## config.mk

```make
export PLATFORM = sky130hd
export DESIGN_NAME = lane_serializer
export DESIGN_NICKNAME = d
export VERILOG_FILES = /design/src/rtl/lane_serializer_pkg.sv /design/src/rtl/lane_serializer_buf.sv /design/src/rtl/lane_serializer.sv
export SDC_FILE = /design/constraint.sdc
export NUM_CORES = 1
export LEC_CHECK = 0
export BUFFER_PORTS_ARGS = -buffer_cell sky130_fd_sc_hd__buf_2
export CAP_MARGIN = 20
export CORE_ASPECT_RATIO = 1.1
export CORE_MARGIN = 5
export CORE_UTILIZATION = 58
export DETAILED_ROUTE_END_ITERATION = 6
export MAX_ROUTING_LAYER = met4
export PLACE_DENSITY_LB_ADDON = 0.12
export SKIP_LAST_GASP = 1
export SLEW_MARGIN = 10
export SYNTH_ARGS = -nofsm -noshare
export SYNTH_HDL_FRONTEND = slang
export SYNTH_SLANG_ARGS = --single-unit
```

## constraint.sdc

```tcl
create_clock -name clk -period 3.5 [get_ports clk]
set_input_delay 0.7 -clock clk [delete_from_list [all_inputs] [get_ports clk]]
set_output_delay 0.7 -clock clk [all_outputs]
set_load 0.05 [all_outputs]
```

## src/rtl/lane_serializer_pkg.sv

```systemverilog
// Shared types and length helpers for the multi-lane frame serializer.
package lane_serializer_pkg;

    typedef enum logic [0:0] {
        StIdle,
        StSend
    } state_e;

    // A length of 0, or one above the maximum, means a full frame.
    function automatic int unsigned eff_len(input int unsigned len, input int unsigned n_samples);
        if (len == 0 || len > n_samples) begin
            return n_samples;
        end
        return len;
    endfunction

    function automatic int unsigned beats(input int unsigned len, input int unsigned n_samples,
                                          input int unsigned n_lanes);
        return (eff_len(len, n_samples) + n_lanes - 1) / n_lanes;
    endfunction

endpackage

```

## src/rtl/lane_serializer_buf.sv

```systemverilog
// Frame register bank plus effective-length register with load enable and synchronous reset.
module lane_serializer_buf #(
    parameter int unsigned BIT_WIDTH = 32,
    parameter int unsigned N_SAMPLES = 8,
    parameter int unsigned LEN_W     = 4
) (
    input  logic                 clk,
    input  logic                 reset,
    input  logic                 load,
    input  logic [BIT_WIDTH-1:0] load_msg [N_SAMPLES],
    input  logic [LEN_W-1:0]     load_len,
    output logic [BIT_WIDTH-1:0] msg      [N_SAMPLES],
    output logic [LEN_W-1:0]     len
);

    logic [BIT_WIDTH-1:0] msg_q [N_SAMPLES];
    logic [LEN_W-1:0]     len_q;

    always_ff @(posedge clk) begin
        if (!reset) begin
            for (int i = 0; i < int'(N_SAMPLES); i++) begin
                msg_q[i] <= '0;
            end
            len_q <= '0;
        end else if (load) begin
            for (int i = 0; i < int'(N_SAMPLES); i++) begin
                msg_q[i] <= load_msg[i];
            end
            len_q <= load_len;
        end
    end

    assign msg = msg_q;
    assign len = len_q;

endmodule

```

## src/rtl/lane_serializer.sv

```systemverilog
// Frame-to-lanes serializer: one frame in, N_LANES words per beat out with mask and last flag.
// Define LANE_SERIALIZER_PINGPONG_EN to add a shadow buffer for zero-bubble back-to-back frames.
module lane_serializer
    import lane_serializer_pkg::*;
#(
    parameter int unsigned BIT_WIDTH = 32,
    parameter int unsigned N_SAMPLES = 8,
    parameter int unsigned N_LANES   = 1
) (
    input  logic                               clk,
    input  logic                               reset,
    input  logic [BIT_WIDTH-1:0]               recv_msg [N_SAMPLES],
    input  logic [$clog2(N_SAMPLES+1)-1:0]     recv_len,
    input  logic                               recv_val,
    output logic                               recv_rdy,
    output logic [BIT_WIDTH-1:0]               send_msg [N_LANES],
    output logic [N_LANES-1:0]                 send_mask,
    output logic                               send_last,
    output logic                               send_val,
    input  logic                               send_rdy
);

    localparam int unsigned LEN_W = $clog2(N_SAMPLES + 1);
    localparam int unsigned KW    = $clog2(N_SAMPLES / N_LANES) + 1;
    localparam int unsigned IDX_W = (N_SAMPLES > 1) ? $clog2(N_SAMPLES) : 1;

    state_e               state_q, state_d;
    logic [KW-1:0]        k_q, k_d;
    logic [BIT_WIDTH-1:0] act_msg      [N_SAMPLES];
    logic [BIT_WIDTH-1:0] act_load_msg [N_SAMPLES];
    logic [LEN_W-1:0]     act_len, act_load_len, recv_eff_len;
    logic                 act_load, recv_fire, send_fire, last_beat;

    assign recv_eff_len = LEN_W'(eff_len(32'(recv_len), N_SAMPLES));
    assign send_val     = (state_q == StSend);
    assign recv_fire    = recv_val && recv_rdy;
    assign send_fire    = send_val && send_rdy;
    assign last_beat    = (32'(k_q) == beats(32'(act_len), N_SAMPLES, N_LANES) - 1);
    assign send_last    = send_val && last_beat;

    lane_serializer_buf #(
        .BIT_WIDTH (BIT_WIDTH),
        .N_SAMPLES (N_SAMPLES),
        .LEN_W     (LEN_W)
    ) u_active (
        .clk      (clk),
        .reset    (reset),
        .load     (act_load),
        .load_msg (act_load_msg),
        .load_len (act_load_len),
        .msg      (act_msg),
        .len      (act_len)
    );

`ifdef LANE_SERIALIZER_PINGPONG_EN
    logic [BIT_WIDTH-1:0] sh_msg [N_SAMPLES];
    logic [LEN_W-1:0]     sh_len;
    logic                 sh_load, sh_full_q, sh_full_d, promote;

    lane_serializer_buf #(
        .BIT_WIDTH (BIT_WIDTH),
        .N_SAMPLES (N_SAMPLES),
        .LEN_W     (LEN_W)
    ) u_shadow (
        .clk      (clk),
        .reset    (reset),
        .load     (sh_load),
        .load_msg (recv_msg),
        .load_len (recv_eff_len),
        .msg      (sh_msg),
        .len      (sh_len)
    );

    assign recv_rdy = !sh_full_q;
    assign promote  = send_fire && last_beat && sh_full_q;
    // A frame arriving with the last beat and an empty shadow skips the shadow.
    assign sh_load  = recv_fire && (state_q == StSend) && !(send_fire && last_beat);
    assign act_load = promote ||
                      (recv_fire && ((state_q == StIdle) || (send_fire && last_beat)));
    assign act_load_len = promote ? sh_len : recv_eff_len;

    always_comb begin
        for (int i = 0; i < int'(N_SAMPLES); i++) begin
            act_load_msg[i] = promote ? sh_msg[i] : recv_msg[i];
        end
    end

    always_comb begin
        sh_full_d = sh_full_q;
        if (promote) begin
            sh_full_d = 1'b0;
        end
        if (sh_load) begin
            sh_full_d = 1'b1;
        end
    end

    always_ff @(posedge clk) begin
        if (!reset) begin
            sh_full_q <= 1'b0;
        end else begin
            sh_full_q <= sh_full_d;
        end
    end
`else
    assign recv_rdy     = (state_q == StIdle);
    assign act_load     = recv_fire;
    assign act_load_msg = recv_msg;
    assign act_load_len = recv_eff_len;
`endif

    always_comb begin
        state_d = state_q;
        k_d     = k_q;
        unique case (state_q)
            StIdle: begin
                if (recv_fire) begin
                    state_d = StSend;
                    k_d     = '0;
                end
            end
            StSend: begin
                if (send_fire) begin
                    if (!last_beat) begin
                        k_d = k_q + KW'(1);
                    end else if (act_load) begin
                        k_d = '0;
                    end else begin
                        state_d = StIdle;
                        k_d     = '0;
                    end
                end
            end
            default: begin
                state_d = StIdle;
                k_d     = '0;
            end
        endcase
    end

    always_ff @(posedge clk) begin
        if (!reset) begin
            state_q <= StIdle;
            k_q     <= '0;
        end else begin
            state_q <= state_d;
            k_q     <= k_d;
        end
    end

    for (genvar j = 0; j < int'(N_LANES); j++) begin : g_lane
        logic [31:0] pos;
        assign pos          = 32'(k_q) * N_LANES + 32'(j);
        assign send_mask[j] = send_val && (pos < 32'(act_len));
        assign send_msg[j]  = send_mask[j] ? act_msg[pos[IDX_W-1:0]] : '0;
    end

endmodule

```

==> results of run 1 <==
==> stage by stage <==
step	hold WS, ns	setup WS (ns)
final	0.398	0.0475
after global routing	0.386	-0.0453
after CTS	0.382	0.0137
after detailed placement	0.442	0.508
after global placement	0.437	0.538
after floorplan	0.432	0.365
==> Yosys cell counts (all sizes together), types with 2 or more instances <==
master,n,share of area [%]
ha,6,0.63
clkbuf,94,2.9
a21boi,263,16
nand3,2,0.084
a21oi,3,0.13
inv,8,0.25
buf,16,0.66
nand3b,3,0.19
dfxtp,265,44
nor2b,4,0.21
nor3,3,0.13
and2,2,0.10
nor2,36,1.1
a21o,2,0.13
mux2i,32,2.7
nor4b,2,0.15
nand2b,2,0.10
o211ai,2,0.21
nand2,522,16
o21ai,3,0.13
mux4,64,12
o221ai,2,0.25
xnor2,2,0.15
==> how the worst min path moves through the flow <==
stage,start,to,slack (ns),cells past startpoint
floorplan,u_active.msg[191]$_SDFFE_PN0P_,u_active.msg[191]$_SDFFE_PN0P_,0.43,2
global placement,u_active.msg[35]$_SDFFE_PN0P_,u_active.msg[35]$_SDFFE_PN0P_,0.44,2
detailed placement,u_active.msg[40]$_SDFFE_PN0P_,u_active.msg[40]$_SDFFE_PN0P_,0.44,2
CTS,recv_msg[59],u_active.msg[59]$_SDFFE_PN0P_,0.38,3
global route,recv_msg[219],u_active.msg[219]$_SDFFE_PN0P_,0.39,3
finish,recv_msg[59],u_active.msg[59]$_SDFFE_PN0P_,0.40,3
==> flip-flops by register name, summed over array words and instances (netlist names) <==
name          count
u_active.msg    256
k_q               4
u_active.len      4
send_val          1
==> cell type report <==
class / instances / area (um2)
Antenna cell: 7 / 17.5
Clock buffer: 40 / 827
Clock inverter: 11 / 114
Fill cell: 1677 / 5830
Inverter: 8 / 30.0
Multi-Input combinational cell: 963 / 6230
Sequential cell: 265 / 5310
Tap cell: 256 / 320
Timing Repair Buffer: 318 / 1760
==> cell families after synthesis <==
group / count (synthesis) / share of synthesized area, %
adders and majority gates: 6 / 0.627
and+or+nand+nor: 581 / 18.8
DFF: 265 / 44.3
muxes: 97 / 14.8
buffers and inverters: 118 / 3.86
xor gates and xnor gates: 2 / 0.146
AOI/OAI and AO/OA: 277 / 17.4
==> worst max-delay path, stage by stage (launching register included) <==
cell and delay, ns:
dfxtp_1 0.38, inv_2 0.12, nand2_1 0.06, ha_1 0.23, mux2_1 0.30, and3_1 0.18
or4_4 0.56, nor3_4 0.20, buf_6 0.18
==> per-layer routing <==
| metal | wire (um) | up-vias | part of all wire (%) | track usage [%] |
|---|---|---|---|---|
| li1 | - | 4988 | - | - |
| met1 | 12900 | 4659 | 40 | 32.4 |
| met2 | 16500 | 301 | 51 | 47.7 |
| met3 | 2150 | 49 | 6.6 | 5.19 |
| met4 | 926 | 0 | 2.9 | 8.09 |
| met5 | 0 | - | 0 | - |
==> where the power goes <==
part / switching (mW) / internal, mW
sequential: 0.0937 / 3.19
combinational: 0.461 / 0.389
clock: 1.19 / 1.79
total: 1.74 / 5.36
==> what timing repair did <==
item	in CTS	in global routing
setup buffers	0	1
resized for setup	3	1
pin swaps	0	1
endpoints found under the setup margin	1	2
==> results.tsv, run 1 <==
stage	metric	value	unit
floorplanning	die area	23600	um2
synthesis	sequential fraction of the synthesis area	44.3	%
placed_design	Placed Cells	1809	
timing	Clock Skew	0.0167	ns
synthesis	ys async rst share	0	%
placed_design	post-place instance area	13600	um2
power	Pwr Total	7.11	mW
synthesis	Synth Register Bits	265	
synthesis	Mean Syn Cell Area	8.90	um2
timing	Max Slew Vio Count	0	
min_path	worst min-delay path class	input pin to flip-flop	
cts	CTS tree	yes	
worst_setup_path	startpoint types	flip-flop	
routing	WL/cell	17.4	um
cts	clock latency on the worst-skew pair	0.54	ns
floorplanning	FP Rows	55	
floorplanning	height of the die	161	um
grt	overflow left after global routing	0	
timing	Final Hold Viols	0	
synthesis	Post-synth EDFFs	0	
synthesis	top_reg_cell synth	dfxtp_1	
worst_setup_path	Worst Path Required	2.80	ns
layout	Area Growth Syn to Fin	22.0	%
run_status	status	finished, final reports clean	
layout	most frequent cells in the layout	nand2_1, buf_2, a21boi_1, dfxtp_1, mux4_2	
power	worst vdd ir	0.000404	V
cts	H-tree Lvls	1	
layout	final net count	1854	
routing	Initial DRT Pass Iterations	4	
synthesis	Cells after Synth	1346	
timing	f_max	0.290	GHz
worst_setup_path	worst setup path category	flip-flop to primary output	
worst_setup_path	Crit Path Max Fanout	7	
routing	DRC	0	
synthesis	syn nets	1616	
worst_setup_path	R2R Path Start	u_active.len[3]$_SDFFE_PN0P_	
placed_design	GP Congestion	0.898	
cts	clk sink count	265	
grt	largest net degree at the start of global routing	118	
placed_design	dpl hpwl	22900	um
synthesis	Ys Warns	0	
timing	setup TNS	0	ns
floorplanning	Core Footprint	20400	um2
floorplanning	I/O pins	300	
grt	global-route wire length before repair	50900	um
cts	CTS clk-pin slew, worst paths	0.07	ns
floorplanning	starting density of the core	58.6	%
routing	via count	9997	
worst_setup_path	R2R depth	9	
layout	most common cell after layout, fill and taps aside	nand2_1	
cts	clk buf depth	3	
timing	setup violators final	0	
flow_run	maxcap violations	0	
synthesis	synthesized area	12000	um2
timing	Worst Max-Slew Pin Slew	0.875	ns
timing	period utilization	98.6	%
cts	CTS Buf Count	28	
timing	Min Clock Period, post-route	3.45	ns
synthesis	Unique masters post-synth	35	
worst_setup_path	reg2reg setup slack	1.07	ns
placed_design	I/O Buffers	299	
worst_setup_path	crit path capture type	primary output	
routing	Final ANT Viol Nets	0	
routing	vias per cell	5.35	
timing	Slew headroom	41.7	%
cts	CTS Root Buffer Type	clkbuf_16	
layout	fin area	14600	um2
grt	number of global-route vias before repair	10100	
layout	share of cells above drive strength 1	27.6	%
grt	initial antenna violation count	5	
floorplanning	die width	147	um
power	P_leak	5.96	nW
worst_setup_path	R2R Path End	k_q[0]$_SDFFE_PN0P_	
grt	Total Routing Usage GR	27.4	%
timing	RSZ-0062 raised after global routing	yes	
layout	post-route insts no fill	1868	
worst_setup_path	CP Launch Point	u_active.len[3]$_SDFFE_PN0P_	
cts	cts hold-fix bufs	0	
worst_setup_path	Worst EP arrival	2.75	ns
layout	final core utilization	71.5	%
worst_setup_path	CP Capture Point	send_last	
power	Pwr per Cell Area	486	nW/um2
routing	DRT iter0 DRCs	621	
routing	WL final	32400	um
No activity file was read; power rests on OpenSTA's default activity.
==> run 2: changes to the inputs <==
PLACE_DENSITY = 0.87   (was default)
PLACE_DENSITY_LB_ADDON = default   (was 0.12)
TNS_END_PERCENT = 20   (was default)
==> results.tsv, run 2 (synthesis gave the netlist of run 1 again) <==
stage	metric	value	unit	change
run_status	status	finished, final reports clean		unchanged
min_path	worst min-delay path class	input pin to flip-flop		unchanged
cts	clk sink count	265		unchanged
grt	global-route wire length before repair	52500	um	was 50,900 um
routing	wire length on met2	16700	um	was 16,500 um
min_path	Worst Hold End	u_active.msg[84]$_SDFFE_PN0P_		was u_active.msg[59]$_SDFFE_PN0P_
routing	vias per cell	5.56		was 5.35
grt	overflow left after global routing	0		unchanged
cts	H-tree Lvls	1		unchanged
floorplanning	die width	147	um	unchanged
layout	fin area	14600	um2	about the same
power	P_leak	5.96	nW	about the same
worst_setup_path	startpoint types	flip-flop		unchanged
grt	largest net degree at the start of global routing	122		was 118
timing	period utilization	97.2	%	was 98.6%
grt	initial antenna violation count	1		was 5
routing	Initial DRT Pass Iterations	5		was 4
worst_setup_path	worst path bufs/invs	2		unchanged
cts	CTS tree	yes		unchanged
worst_setup_path	worst setup path category	flip-flop to primary output		unchanged
timing	f_max	0.294	GHz	was 0.290 GHz
routing	DR top layer	met4		unchanged
cts	CTS clk-pin slew, worst paths	0.06	ns	was 0.07 ns
worst_setup_path	Worst EP arrival	2.70	ns	was 2.75 ns
routing	DRT iter0 DRCs	627		was 621
worst_setup_path	Slowest-stage cell, CP	dfxtp_4		was or4_4
cts	CTS Root Buffer Type	clkbuf_16		unchanged
grt	Total Routing Usage GR	28.1	%	was 27.4%
worst_setup_path	R2R depth	9		unchanged
placed_design	dpl hpwl	23300	um	was 22,900 um
timing	RSZ-0062 raised after global routing	yes		unchanged
worst_setup_path	Crit Path Max Fanout	19		was 7
flow_run	maxcap violations	0		unchanged
layout	Area Growth Syn to Fin	21.9	%	was 22.0%
layout	max FFs per register	256		unchanged
timing	setup TNS	0	ns	unchanged
floorplanning	FP Rows	55		unchanged
placed_design	Setup WS pre-CTS	0.540	ns	was 0.508 ns
floorplanning	die area	23600	um2	unchanged
worst_setup_path	crit path capture type	primary output		unchanged
floorplanning	I/O pins	300		unchanged
worst_setup_path	R2R Path Start	u_active.len[3]$_SDFFE_PN0P_		unchanged
placed_design	GP Congestion	0.893		was 0.898
routing	DRT met1 WL	12300	um	was 12,900 um
floorplanning	starting density of the core	58.6	%	unchanged
worst_setup_path	Worst Path Required	2.80	ns	about the same
routing	metal3 WL	2320	um	was 2150 um
worst_setup_path	CP Launch Point	k_q[1]$_SDFFE_PN0P_		was u_active.len[3]$_SDFFE_PN0P_
routing	WL final	33100	um	was 32,400 um
layout	share of cells above drive strength 1	27.8	%	was 27.6%
floorplanning	Core Footprint	20400	um2	unchanged
timing	final worst slack	0.0973	ns	was 0.0475 ns
cts	clk buf depth	3		unchanged
min_path	hold depth	3		unchanged
layout	most common cell after layout, fill and taps aside	nand2_1		unchanged
min_path	HP Start	recv_msg[84]		was recv_msg[59]
timing	Worst Max-Slew Pin Slew	0.794	ns	was 0.875 ns
worst_setup_path	most frequent CP cell	a21o_1		
timing	Max Slew Vio Count	0		unchanged
layout	Fill cells	1505		was 1,677
power	Pwr Total	6.92	mW	was 7.11 mW
power	Pwr per Cell Area	475	nW/um2	was 486 nW/um2
worst_setup_path	reg2reg setup slack	1.16	ns	was 1.07 ns
timing	Clock Skew	0.0119	ns	was 0.0167 ns
cts	clock latency on the worst-skew pair	0.53	ns	was 0.54 ns
timing	Min Clock Period, post-route	3.40	ns	was 3.45 ns
timing	Slew headroom	47.1	%	was 41.7%
worst_setup_path	R2R Path End	k_q[3]$_SDFFE_PN0P_		was k_q[0]$_SDFFE_PN0P_
worst_setup_path	delay-heaviest family, CP	compound AO/OA/AOI/OAI gates		was simple AND/OR/NAND/NOR gates
layout	most frequent cells in the layout	nand2_1, buf_2, a21boi_1, dfxtp_1, mux4_2		unchanged
layout	final core utilization	71.4	%	was 71.5%
placed_design	post-place instance area	13700	um2	was 13,600 um2
routing	via count	10400		was 9,997
timing	Final Hold Viols	0		unchanged
placed_design	I/O Buffers	299		unchanged
routing	Final ANT Viol Nets	0		unchanged
grt	number of global-route vias before repair	10500		was 10,100
routing	WL/cell	17.7	um	was 17.4 um
power	worst vdd ir	0.000366	V	was 0.000404 V
worst_setup_path	CP cell instances	ha_1 -> a21o_1 -> a21o_1 -> a211o_1 -> buf_4 -> nor2_1 -> buf_2		was inv_2 -> nand2_1 -> ha_1 -> mux2_1 -> and3_1 -> or4_4 -> nor3_4 -> buf_6
routing	DRC	0		unchanged
layout	final net count	1858		was 1,854
cts	CTS Buf Count	28		unchanged
timing	setup violators final	0		unchanged
worst_setup_path	Worst path max stage delay	0.54	ns	was 0.56 ns
floorplanning	height of the die	161	um	unchanged
-- run 2: cell types whose count changed in the layout (fill, tap and decap cells not counted), sizes merged --
cell,before,now
bufinv,2,0
clkinvlp,1,0
diode,7,1
clkbuf,40,39
buf,318,322
clkinv,7,12
-- run 2: how the worst max path moves through the flow --
stage,to,slack [ns],cells past startpoint
global placement,send_last,0.57,8
detailed placement,send_last,0.54,8
CTS,send_last,0.03,8
floorplan,send_last,0.37,8
finish,send_msg[7],0.1,7
global route,send_msg[24],-0.005,7
-- run 2: area by class of cell --
class	count	area, um2	area share (%)
Multi-Input combinational cell	963	6230	42.7
Sequential cell	265	5320	36.4
Timing Repair Buffer	322	1820	12.5
Clock buffer	39	793	5.44
Tap cell	256	320	2.19
Clock inverter	13	72.6	0.497
Inverter	8	30.0	0.206
Antenna cell	1	2.50	0.0171
-- run 2: layer usage --
layer	vias up	track usage (%)
met4	0	13.6
met3	106	4.32
met2	402	48.3
met1	4873	32.1
met5	-	-
li1	5008	-
-- run 2: per-stage QoR --
stage / instances / hold slack (ns)
2_1_floorplan: 1346 / 0.432
3_3_place_gp: 1811 / 0.437
3_5_place_dp: 1811 / 0.442
4_1_cts: 1863 / 0.386
5_1_grt: 1867 / 0.396
6_report: 1867 / 0.400
-- run 2: tightest hold or removal path, cell delays in order --
cell      delay [ns]
buf_2           0.09
nand2_1         0.05
a21boi_1        0.05
-- run 2: what timing repair did --
action | in CTS | in global routing
gates cloned | 0 | 0
buffers inserted | 0 | 3
resized for setup | 1 | 3
pin swaps | 0 | 1
hold buffers | 0 | 0
endpoints found under the setup margin | 1 | 2
-- run 2: report_power, final --
part	total, mW	switching [mW]	leakage [nW]	internal, mW
Clock	2.78	1.19	0.439	1.58
Sequential	3.28	0.0961	2.18	3.19
Combinational	0.863	0.468	3.34	0.396
Total	6.92	1.76	5.96	5.17
